==> src/rtl/trace_pkg.sv <==
`default_nettype none
// +----------------------------------------------------------------------+
// | trace_pkg                                                            |
// | Shared packet, opcode and register constants for the tracer host     |
// | configuration path.                                                  |
// | Rev 1.0                                                              |
// +----------------------------------------------------------------------+
package trace_pkg;

  localparam logic [1:0]  PKT_ADDR  = 2'b00;
  localparam logic [1:0]  PKT_READ  = 2'b01;
  localparam logic [1:0]  PKT_WRITE = 2'b10;
  localparam logic [1:0]  PKT_TS    = 2'b11;

  localparam logic [1:0]  REPLY_TAG = 2'b11;
  localparam logic [22:0] TS_CLAMP  = 23'h5FFFFF;

  localparam logic [2:0]  OP_WRITE  = 3'd0;
  localparam logic [2:0]  OP_READ   = 3'd1;
  localparam logic [2:0]  OP_PING   = 3'd2;

  localparam logic [3:0]  ADDR_CTRL    = 4'd0;
  localparam logic [3:0]  ADDR_SCRATCH = 4'd1;
  localparam logic [3:0]  ADDR_STATUS  = 4'd2;
  localparam logic [3:0]  ADDR_VERSION = 4'd3;

  localparam logic [2:0]  CTRL_RESET   = 3'b011;

  typedef enum logic [2:0] {
    ST_IDLE = 3'd0,
    ST_D1   = 3'd1,
    ST_D2   = 3'd2,
    ST_D3   = 3'd3,
    ST_EXEC = 3'd4
  } parse_state_t;

  // Saturating 8-bit counter step; inc may be 0, 1 or 2.
  function automatic logic [7:0] sat_inc(input logic [7:0] cnt, input logic [1:0] inc);
    logic [8:0] sum;
    sum = {1'b0, cnt} + {7'd0, inc};
    return sum[8] ? 8'hFF : sum[7:0];
  endfunction

endpackage
`default_nettype wire

==> src/rtl/trace_cmd_parser.sv <==
`default_nettype none
// +----------------------------------------------------------------------+
// | trace_cmd_parser                                                     |
// | Assembles 4-byte host commands from the rx byte stream, with a      |
// | silence timeout that aborts partial commands.                        |
// | Rev 1.0                                                              |
// +----------------------------------------------------------------------+
module trace_cmd_parser
  import trace_pkg::*;
#(
  parameter logic [15:0] TIMEOUT = 16'd48000
) (
  input  logic        mclk,
  input  logic        reset,
  input  logic [7:0]  i_rx_data,
  input  logic        i_rx_strobe,
  output logic        o_cmd_valid,
  output logic [2:0]  o_cmd_opcode,
  output logic [3:0]  o_cmd_addr,
  output logic [20:0] o_cmd_value,
  output logic        o_byte_err
);

  parse_state_t r_state;
  parse_state_t w_state_nxt;
  logic [15:0]  r_idle_cnt;
  logic [2:0]   r_opcode;
  logic [3:0]   r_addr;
  logic [6:0]   r_b1;
  logic [6:0]   r_b2;
  logic [6:0]   r_b3;
  logic         w_sync;
  logic         w_in_data;
  logic         w_timeout;

  assign w_sync    = i_rx_strobe & i_rx_data[7];
  assign w_in_data = (r_state == ST_D1) | (r_state == ST_D2) | (r_state == ST_D3);
  assign w_timeout = w_in_data & ~i_rx_strobe & (r_idle_cnt == TIMEOUT - 16'd1);

  always_ff @(posedge mclk or negedge reset) begin
    if (!reset) r_state <= ST_IDLE;
    else        r_state <= w_state_nxt;
  end

  // A sync byte restarts from any state; a data byte outside D1-D3 is stray.
  always_comb begin
    w_state_nxt = r_state;
    o_byte_err  = 1'b0;
    if (w_sync) begin
      w_state_nxt = ST_D1;
    end else if (i_rx_strobe) begin
      case (r_state)
        ST_D1:   w_state_nxt = ST_D2;
        ST_D2:   w_state_nxt = ST_D3;
        ST_D3:   w_state_nxt = ST_EXEC;
        default: begin
          w_state_nxt = ST_IDLE;
          o_byte_err  = 1'b1;
        end
      endcase
    end else if (w_timeout) begin
      w_state_nxt = ST_IDLE;
      o_byte_err  = 1'b1;
    end else if (r_state == ST_EXEC) begin
      w_state_nxt = ST_IDLE;
    end
  end

  always_ff @(posedge mclk or negedge reset) begin
    if (!reset) begin
      r_idle_cnt <= 16'd0;
      r_opcode   <= 3'd0;
      r_addr     <= 4'd0;
      r_b1       <= 7'd0;
      r_b2       <= 7'd0;
      r_b3       <= 7'd0;
    end else begin
      if (i_rx_strobe || !w_in_data) r_idle_cnt <= 16'd0;
      else                           r_idle_cnt <= r_idle_cnt + 16'd1;

      if (w_sync) begin
        r_opcode <= i_rx_data[6:4];
        r_addr   <= i_rx_data[3:0];
      end else if (i_rx_strobe) begin
        case (r_state)
          ST_D1:   r_b1 <= i_rx_data[6:0];
          ST_D2:   r_b2 <= i_rx_data[6:0];
          ST_D3:   r_b3 <= i_rx_data[6:0];
          default: ;
        endcase
      end
    end
  end

  assign o_cmd_valid  = (r_state == ST_EXEC);
  assign o_cmd_opcode = r_opcode;
  assign o_cmd_addr   = r_addr;
  assign o_cmd_value  = {r_b1, r_b2, r_b3};

endmodule
`default_nettype wire

==> src/rtl/trace_cfg_ctrl.sv <==
`default_nettype none
// +----------------------------------------------------------------------+
// | trace_cfg_ctrl                                                       |
// | Host config registers and reply/trace packet arbiter for the RAM     |
// | tracer. Build option: TRACE_CFG_READBACK_EN enables the read opcode  |
// | and register readback in write replies.                              |
// | Rev 1.0                                                              |
// +----------------------------------------------------------------------+
module trace_cfg_ctrl
  import trace_pkg::*;
#(
  parameter logic [15:0] TIMEOUT = 16'd48000,
  parameter logic [20:0] VERSION = 21'h000001
) (
  input  logic        mclk,
  input  logic        reset,
  input  logic [7:0]  rx_data,
  input  logic        rx_strobe,
  input  logic        trace_strobe,
  input  logic [1:0]  trace_type,
  input  logic [22:0] trace_payload,
  output logic        packet_strobe,
  output logic [1:0]  packet_type,
  output logic [22:0] packet_payload,
  output logic        trace_enable,
  output logic        trace_reads,
  output logic        turbo
);

  logic        w_cmd_valid;
  logic [2:0]  w_cmd_opcode;
  logic [3:0]  w_cmd_addr;
  logic [20:0] w_cmd_value;
  logic        w_byte_err;

  logic [2:0]  r_ctrl;
  logic [20:0] r_scratch;
  logic [7:0]  r_err_count;
  logic [7:0]  r_lost_count;
  logic        r_reply_pending;
  logic [20:0] r_reply_value;

  logic [20:0] w_status;
  logic [20:0] w_rd_value;
  logic [20:0] w_reply_value;
  logic        w_op_ok;
  logic        w_exec_reply;
  logic        w_exec_bad;
  logic        w_emit;
  logic        w_overrun;
  logic [1:0]  w_err_inc;
  logic [22:0] w_trace_payload;

  trace_cmd_parser #(
    .TIMEOUT (TIMEOUT)
  ) u_parser (
    .mclk         (mclk),
    .reset        (reset),
    .i_rx_data    (rx_data),
    .i_rx_strobe  (rx_strobe),
    .o_cmd_valid  (w_cmd_valid),
    .o_cmd_opcode (w_cmd_opcode),
    .o_cmd_addr   (w_cmd_addr),
    .o_cmd_value  (w_cmd_value),
    .o_byte_err   (w_byte_err)
  );

  assign w_status = {5'd0, r_err_count, r_lost_count};

  always_comb begin
    w_rd_value = 21'd0;
    case (w_cmd_addr)
      ADDR_CTRL:    w_rd_value = {18'd0, r_ctrl};
      ADDR_SCRATCH: w_rd_value = r_scratch;
      ADDR_STATUS:  w_rd_value = w_status;
      ADDR_VERSION: w_rd_value = VERSION;
      default:      w_rd_value = 21'd0;
    endcase
  end

`ifdef TRACE_CFG_READBACK_EN
  // Write readback reflects the register contents after this edge's update.
  always_comb begin
    w_op_ok       = (w_cmd_opcode == OP_WRITE) || (w_cmd_opcode == OP_READ) ||
                    (w_cmd_opcode == OP_PING);
    w_reply_value = VERSION;
    if (w_cmd_opcode == OP_WRITE) begin
      case (w_cmd_addr)
        ADDR_CTRL:    w_reply_value = {18'd0, w_cmd_value[2:0]};
        ADDR_SCRATCH: w_reply_value = w_cmd_value;
        default:      w_reply_value = w_rd_value;
      endcase
    end else if (w_cmd_opcode == OP_READ) begin
      w_reply_value = w_rd_value;
    end
  end
`else
  logic w_unused_rd;
  assign w_unused_rd = ^w_rd_value;

  always_comb begin
    w_op_ok       = (w_cmd_opcode == OP_WRITE) || (w_cmd_opcode == OP_PING);
    w_reply_value = (w_cmd_opcode == OP_WRITE) ? w_cmd_value : VERSION;
  end
`endif

  assign w_exec_reply = w_cmd_valid & w_op_ok;
  assign w_exec_bad   = w_cmd_valid & ~w_op_ok;
  assign w_emit       = r_reply_pending & ~trace_strobe;
  // Replacing a reply in the cycle it leaves the output is not a loss.
  assign w_overrun    = w_exec_reply & r_reply_pending & ~w_emit;
  assign w_err_inc    = {1'b0, w_byte_err} + {1'b0, w_exec_bad};

  always_ff @(posedge mclk or negedge reset) begin
    if (!reset) begin
      r_ctrl          <= CTRL_RESET;
      r_scratch       <= 21'd0;
      r_err_count     <= 8'd0;
      r_lost_count    <= 8'd0;
      r_reply_pending <= 1'b0;
      r_reply_value   <= 21'd0;
    end else begin
      if (w_cmd_valid && (w_cmd_opcode == OP_WRITE)) begin
        case (w_cmd_addr)
          ADDR_CTRL:    r_ctrl    <= w_cmd_value[2:0];
          ADDR_SCRATCH: r_scratch <= w_cmd_value;
          default:      ;
        endcase
      end
      r_err_count  <= sat_inc(r_err_count, w_err_inc);
      r_lost_count <= sat_inc(r_lost_count, {1'b0, w_overrun});
      if (w_exec_reply) begin
        r_reply_pending <= 1'b1;
        r_reply_value   <= w_reply_value;
      end else if (w_emit) begin
        r_reply_pending <= 1'b0;
      end
    end
  end

  // Keep the 2'b11 payload tag exclusive to replies.
  assign w_trace_payload = ((trace_type == PKT_TS) && (trace_payload[22:21] == REPLY_TAG)) ?
                           TS_CLAMP : trace_payload;

  always_ff @(posedge mclk or negedge reset) begin
    if (!reset) begin
      packet_strobe  <= 1'b0;
      packet_type    <= 2'b00;
      packet_payload <= 23'd0;
    end else if (trace_strobe) begin
      packet_strobe  <= 1'b1;
      packet_type    <= trace_type;
      packet_payload <= w_trace_payload;
    end else if (r_reply_pending) begin
      packet_strobe  <= 1'b1;
      packet_type    <= PKT_TS;
      packet_payload <= {REPLY_TAG, r_reply_value};
    end else begin
      packet_strobe  <= 1'b0;
    end
  end

  assign trace_enable = r_ctrl[0];
  assign trace_reads  = r_ctrl[1];
  assign turbo        = r_ctrl[2];

endmodule
`default_nettype wire

==> config.mk <==
export PLATFORM = sky130hd
export DESIGN_NAME = trace_cfg_ctrl
export DESIGN_NICKNAME = d
export VERILOG_FILES = /design/src/rtl/trace_pkg.sv /design/src/rtl/trace_cmd_parser.sv /design/src/rtl/trace_cfg_ctrl.sv
export SDC_FILE = /design/constraint.sdc
export NUM_CORES = 1
export LEC_CHECK = 0
export CAP_MARGIN = 30
export CELL_PAD_IN_SITES_DETAIL_PLACEMENT = 0
export CELL_PAD_IN_SITES_GLOBAL_PLACEMENT = 1
export CORE_AREA = 2 2 100 102
export DETAILED_ROUTE_END_ITERATION = 7
export DIE_AREA = 0 0 102 104
export HOLD_SLACK_MARGIN = 0.08
export PLACE_DENSITY = 0.93
export SKIP_CTS_REPAIR_TIMING = 1
export SLEW_MARGIN = 0
export SYNTH_ARGS = -nofsm -noshare
export SYNTH_HDL_FRONTEND = slang
export SYNTH_SLANG_ARGS = --single-unit
export TNS_END_PERCENT = 30
==> constraint.sdc <==
create_clock -name mclk -period 5 [get_ports mclk]
set_input_delay 1 -clock mclk [delete_from_list [all_inputs] [get_ports mclk]]
set_output_delay 1 -clock mclk [all_outputs]
set_load 0.01 [all_outputs]
==> reports/results.txt, run 1 <==
Detailed Routing Iterations Pass 1 = 4
Worst setup EP type = register
post-route ant nets = 0
Total GRT Usage = 0.175
worst reg2reg path endpoint = r_ctrl[2]
share of layout cells above drive strength 1 = 0.185
# nets final = 454
total negative setup slack = 0 ps
Post-synth ARST share = 1.00
die area = 10600 µm²
Clock Tree Root = clkbuf_8
CTS Buf Count = 9
vias in the first global route = 3019
detailed-route DRC error count = 0
Final Setup Violations = 0
Seq/Total Area, Yosys = 0.569
Cell Count, Final, Fillers Out = 554
I/O pins = 66
max incr delay on CP = 1170 ps
CORE AREA = 9550 µm²
f_max = 322 MHz
Vias/cell = 5.41
final hold violations = 0
CTS tree = yes
Synth area leaders = dfrtp_1 56%, mux2_2 14%, o22a_1 4.3%
Post-synth EDFFs = 0
WL final = 8.68 mm
Buffers & Inverters on Critical Path = 1
crit path max fanout = 32
Mapped Cells = 362
Final Max Tran Viols = 0
Die Y-Extent = 104 µm
arrival time worst endpoint = 3340 ps
crit path cell chain = clkdlybuf4s50_1 -> nand2_1 -> o22a_1
Initial Util = 0.452
GP Congestion = 0.821
cell taking the most area after synthesis = dfrtp_1
clock tree buffer depth = 2
pin count of the biggest net entering global routing = 60
GRT overflow = 0
worst min path class = reg -> reg
clk slew on worst S/H paths = 80 ps
cell depth of the worst flop-to-flop path = 3
Worst Path Required = 5230 ps
syn_nets = 400
peak supply drop = 163 µV
Layout area overhead = 22.1%
Final Critical Period = 3110 ps
initial antenna violation count = 0
crit path kind = in -> reg
hold slack = 483 ps
period utilization = 0.621
Psw = 0.484 mW
FP Rows = 36
Die Wd = 102 µm
Synth Register Bits = 98
FF-to-FF setup slack = 2990 ps
first-pass GRT wire length = 14.9 mm
total number of vias = 2996
critical register-to-register path startpoint = u_parser.r_state[2]
share of the synthesized area in the top cell type = 0.556
crit path capture = packet_payload[6]
Net Sw Frac = 0.252
routed len/inst = 15.7 µm
Clock Skews = 12.6 ps
Crit path max-delay family = buffers and inverters
worst slew pin tran = 1060 ps
RSZ-0062 raised after global routing = no
Post-synth top cells = 96 x dfrtp_1, 52 x mux2_2, 30 x o21ai_0
Synth cell types = 40
placed cells = 538
crit path from = trace_strobe
Critical-path top delay cell = clkdlybuf4s50_1
internal power = 1.44 mW
IO Port Bufs = 65
most common cell in the synthesized netlist = dfrtp_1
Leak = 2.11 nW
Post-Syn Area = 4320 µm²
Comb pwr share = 0.161
clk_lat worst skew = 360 ps
Fill cells = 819
Diodes inserted = 0
syn_area_per_cell = 11.9 µm²
Max-Slew Margin vs Limit = 0.294
maxcap violations = 0
clock network fraction of total power = 0.314
hpwl dp = 6.04 mm
pwr/cell area = 364 nW/µm²
top_reg_cell synth = dfrtp_1
outcome = complete, no violations
CTS H-tree lvls = 3
Sequential Power Share = 0.525
clk sinks = 98
starting DRC count in detailed routing = 130
Ys Warns = 0
Critical Path Stages = 3
crit start category = primary input
## cells by family (layout without fill, tap and decap cells)
kind of cell    after synthesis  in the layout  share of synthesized area
compound gates               86             86                      0.123
xor+xnor                      3              3                    0.00609
fa+ha+maj                     1              1                    0.00290
buf+inv                      26             85                     0.0284
flops                        98             98                      0.569
mux                          57             57                      0.147
simple gates                 91             91                      0.124
## cell usage in the layout (no fill, tap or decap), types with 2 or more instances in the layout
master / instances
mux2_2: 52
o22a_1: 21
clkinv_2: 2
nor4_1: 5
clkbuf_8: 9
or4_1: 8
clkdlybuf4s50_1: 64
a31oi_1: 2
o21ai_1: 19
nand2b_1: 21
xor2_1: 2
clkinv_4: 2
a21oi_1: 7
o21ai_0: 30
buf_4: 2
dfstp_2: 2
nand4_1: 4
o31ai_1: 5
nor2_1: 11
bufinv_16: 3
or3_1: 3
inv_1: 3
mux2i_1: 5
dfrtp_1: 96
nand3_1: 11
nand2_1: 16
## sequential cells by signal (all words and copies together) (netlist names), 4 cells and up
register             cells
packet_payload          23
u_parser.r_b3            7
u_parser.r_b2            7
u_parser.r_b1            7
u_parser.o_cmd_addr      4
u_parser.r_idle_cnt     16
r_reply_value           21
## layer usage
layer,vias to the layer above,track usage,share of wire,wire (µm)
met2,71,0.281,0.49,4210
met3,7,0.0397,0.060,523
met5,-,0,0,0
met4,0,0.0495,0.0082,71
li1,1429,-,-,-
met1,1489,0.238,0.45,3870
## layout make-up
class | instances | area, µm² | share of cell area
clock buffer | 9 | 124 | 0.0235
timing repair buffer | 66 | 656 | 0.124
tap | 133 | 166 | 0.0316
sequential | 98 | 2450 | 0.466
inverter | 3 | 11.3 | 0.00214
clock inverter | 7 | 118 | 0.0223
multi-input combinational | 238 | 1740 | 0.330
## metrics by stage
stage	power (mW)	setup slack [ps]	cell area, µm²	utilization
finish	1.92	1890	5270	0.552
floorplan	1.19	2770	4320	-
global route	2.03	1710	5270	0.552
detailed placement	1.33	1550	5030	0.527
global placement	1.31	1600	5030	0.527
CTS	1.94	1900	5270	0.552
## power groups by stage
| stage | clock network (mW) | registers, mW | logic, mW |
|---|---|---|---|
| after CTS | 0.616 | 1.01 | 0.314 |
| after global placement | 0 | 1.01 | 0.299 |
| final | 0.604 | 1.01 | 0.309 |
| after detailed placement | 0 | 1.02 | 0.312 |
| after global routing | 0.653 | 1.03 | 0.347 |
| after floorplan | 0 | 0.993 | 0.198 |
## worst reg2reg max path, delay by kind of cell, from the launching register on
kind | cells | cell delay [ps]
muxes | 1 | 380
DFF | 1 | 530
and+or+nand+nor | 2 | 990
## worst min-delay path by stage
stage | startpoint | end | cells after the start
after detailed placement | u_parser.r_idle_cnt[0] | u_parser.r_idle_cnt[0] | 1
after global routing | u_parser.r_idle_cnt[0] | u_parser.r_idle_cnt[0] | 1
final | u_parser.r_idle_cnt[0] | u_parser.r_idle_cnt[0] | 1
after floorplan | u_parser.r_idle_cnt[0] | u_parser.r_idle_cnt[0] | 1
after global placement | u_parser.r_idle_cnt[0] | u_parser.r_idle_cnt[0] | 1
after CTS | u_parser.r_idle_cnt[0] | u_parser.r_idle_cnt[0] | 1
Power figures use the tool's default switching activity.
==> run 2, diff against run 1 <==
CORE_AREA = 2 2 109 111   (was 2 2 100 102)
DIE_AREA = 0 0 111 113   (was 0 0 102 104)
PLACE_DENSITY = 0.84   (was 0.93)
clock period = 2.82 ns   (was 5 ns; I/O delays follow)
==> reports/results.txt, run 2 (synthesis gave the netlist of run 1 again) <==
outcome = complete, no violations
clk_lat worst skew = 340 ps (-20 ps)
CORE AREA = 11300 µm² (+18%)
# nets final = 458 (+0.88%)
FP Rows = 39 (+8.3%)
Clock Tree Root = clkbuf_16
pin count of the biggest net entering global routing = 53 (-12%)
worst min path class = in -> async
die area = 12500 µm² (+18%)
Comb pwr share = 0.155 (-0.006)
IO Port Bufs = 65 (unchanged)
total number of vias = 3003 (+0.23%)
crit start category = register
most frequent cells in the layout = 96 x dfrtp_1, 64 x clkdlybuf4s50_1, 52 x mux2_2
worst slew pin tran = 760 ps (-296 ps)
Final Setup Violations = 0 (unchanged)
commonest non-fill, non-tap cell in the layout = dfrtp_1
WL final = 8.78 mm (+1.1%)
arrival time worst endpoint = 2240 ps (-1100 ps)
crit path cell chain = or4b_4 -> nor4_4 -> mux2_2
clock tree buffer depth = 2 (unchanged)
Final Critical Period = 2020 ps
I/O pins = 66 (unchanged)
Fill cells = 1006 (+23%)
detailed-route DRC error count = 0 (unchanged)
clk slew on worst S/H paths = 70 ps (about the same)
CTS H-tree lvls = 3 (unchanged)
share of layout cells above drive strength 1 = 0.193 (+0.00767)
max reg flops = 23 (unchanged)
peak supply drop = 324 µV (+99%)
Detailed Routing Iterations Pass 1 = 4 (unchanged)
CTS tree = yes
Die Y-Extent = 113 µm (+8.7%)
Critical-path top delay cell = or4b_4
vias in the first global route = 3017 (-0.066%)
hold slack = 229 ps (-255 ps)
hpwl dp = 6.23 mm (+3.1%)
Clock Skews = 6.82 ps (-5.75 ps)
final hold violations = 0 (unchanged)
Worst setup EP type = register
total negative setup slack = 0 ps (unchanged)
f_max = 496 MHz
biggest regs = packet_payload: 23 flops, r_reply_value: 21 flops, u_parser.r_idle_cnt: 16 flops
Die Wd = 111 µm (+8.8%)
CTS Buf Count = 9 (unchanged)
GRT overflow = 0 (unchanged)
crit path kind = reg -> reg
Total GRT Usage = 0.151 (-0.0243)
pwr/cell area = 664 nW/µm² (+82%)
Vias/cell = 5.29 (-2.2%)
RSZ-0062 raised after global routing = no
clock network fraction of total power = 0.346 (+0.032)
Max-Slew Margin vs Limit = 0.492 (+0.198)
Crit path max-delay family = simple AND/OR/NAND/NOR gates
Final Max Tran Viols = 0 (unchanged)
Leak = 2.16 nW (+2.4%)
Net Sw Frac = 0.257 (+0.00537)
starting DRC count in detailed routing = 195 (+50%)
initial antenna violation count = 0 (unchanged)
Sequential Power Share = 0.499 (-0.026)
crit path max fanout = 23 (-28%)
Initial Util = 0.383 (-0.0691)
Psw = 0.925 mW (+91%)
max incr delay on CP = 650 ps (-520 ps)
period utilization = 0.715
Layout area overhead = 25.4%
Worst Path Required = 3040 ps (-2190 ps)
post-route ant nets = 0 (unchanged)
routed len/inst = 15.5 µm (-1.4%)
maxcap violations = 0 (unchanged)
first-pass GRT wire length = 15.4 mm (+3.1%)
Diodes inserted = 0 (unchanged)
GP Congestion = 0.759 (-7.6%)
internal power = 2.67 mW (+86%)
Top reg by flops = packet_payload
Buffers & Inverters on Critical Path = 0 (-1)
clk sinks = 98 (unchanged)
[run 2: cell count changes in the layout (fill, tap and decap cells not counted), moves of 2 or more]
cell        change
buf_4           +2
bufinv_16       -2
clkbuf_16       +9
clkinvlp_4      +3
clkbuf_8        -9
clkinv_4        -2
clkinv_2        -2
inv_8           +2
[run 2: layout make-up]
cell class	count	area, µm²	share of cell area
flip-flops and latches	98	2450	0.454
multi-input cells	238	1740	0.322
repair buffers	70	718	0.133
clock buffers	9	225	0.0416
clock inverters	7	83.8	0.0155
inverters	3	11.3	0.00208
well taps	143	179	0.0331
[run 2: path summary, 6_finish.rpt]
kind | from | to | slack, ps | cells past startpoint
max | u_parser.r_state[2] | r_ctrl[2] | 800 | 3
min | reset | packet_payload[0] | 230 | 1
max reg2reg | u_parser.r_state[2] | r_ctrl[2] | 800 | 3
min reg2reg | u_parser.r_idle_cnt[0] | u_parser.r_idle_cnt[0] | 460 | 1
max in group asynchronous | reset | r_ctrl[1] | 1870 | 2
min in group mclk | u_parser.r_idle_cnt[0] | u_parser.r_idle_cnt[0] | 460 | 1
[run 2: power groups by stage]
stage	registers [mW]	clock network, mW	logic [mW]
finish	1.79	1.24	0.556
detailed placement	1.82	0	0.559
CTS	1.79	1.29	0.562
floorplan	1.76	0	0.351
global route	1.82	1.36	0.618
global placement	1.81	0	0.540
[run 2: worst reg2reg max path, delay by kind of cell (launching register included)]
family	cells	cell delay [ps]
muxes	1	370
and+or+nand+nor	2	1000
DFF	1	530
[run 2: metrics by stage]
step / total power [mW] / cell area [µm²] / utilization / cells / setup WS [ps]
2_1_floorplan: 2.11 / 4320 / - / 362 / 1030
3_3_place_gp: 2.35 / 5080 / 0.450 / 551 / 653
3_5_place_dp: 2.38 / 5080 / 0.450 / 551 / 623
4_1_cts: 3.65 / 5390 / 0.478 / 567 / 810
5_1_grt: 3.80 / 5410 / 0.480 / 568 / 735
6_report: 3.59 / 5410 / 0.480 / 568 / 803
[run 2: routing by layer]
layer / track usage / up-vias / wire length [µm] / part of all wire
li1: - / 1437 / - / -
met1: 0.202 / 1481 / 4050 / 0.46
met2: 0.239 / 77 / 4160 / 0.47
met3: 0.0477 / 8 / 473 / 0.054
met4: 0.0425 / 0 / 94 / 0.011
met5: 0 / - / 0 / 0
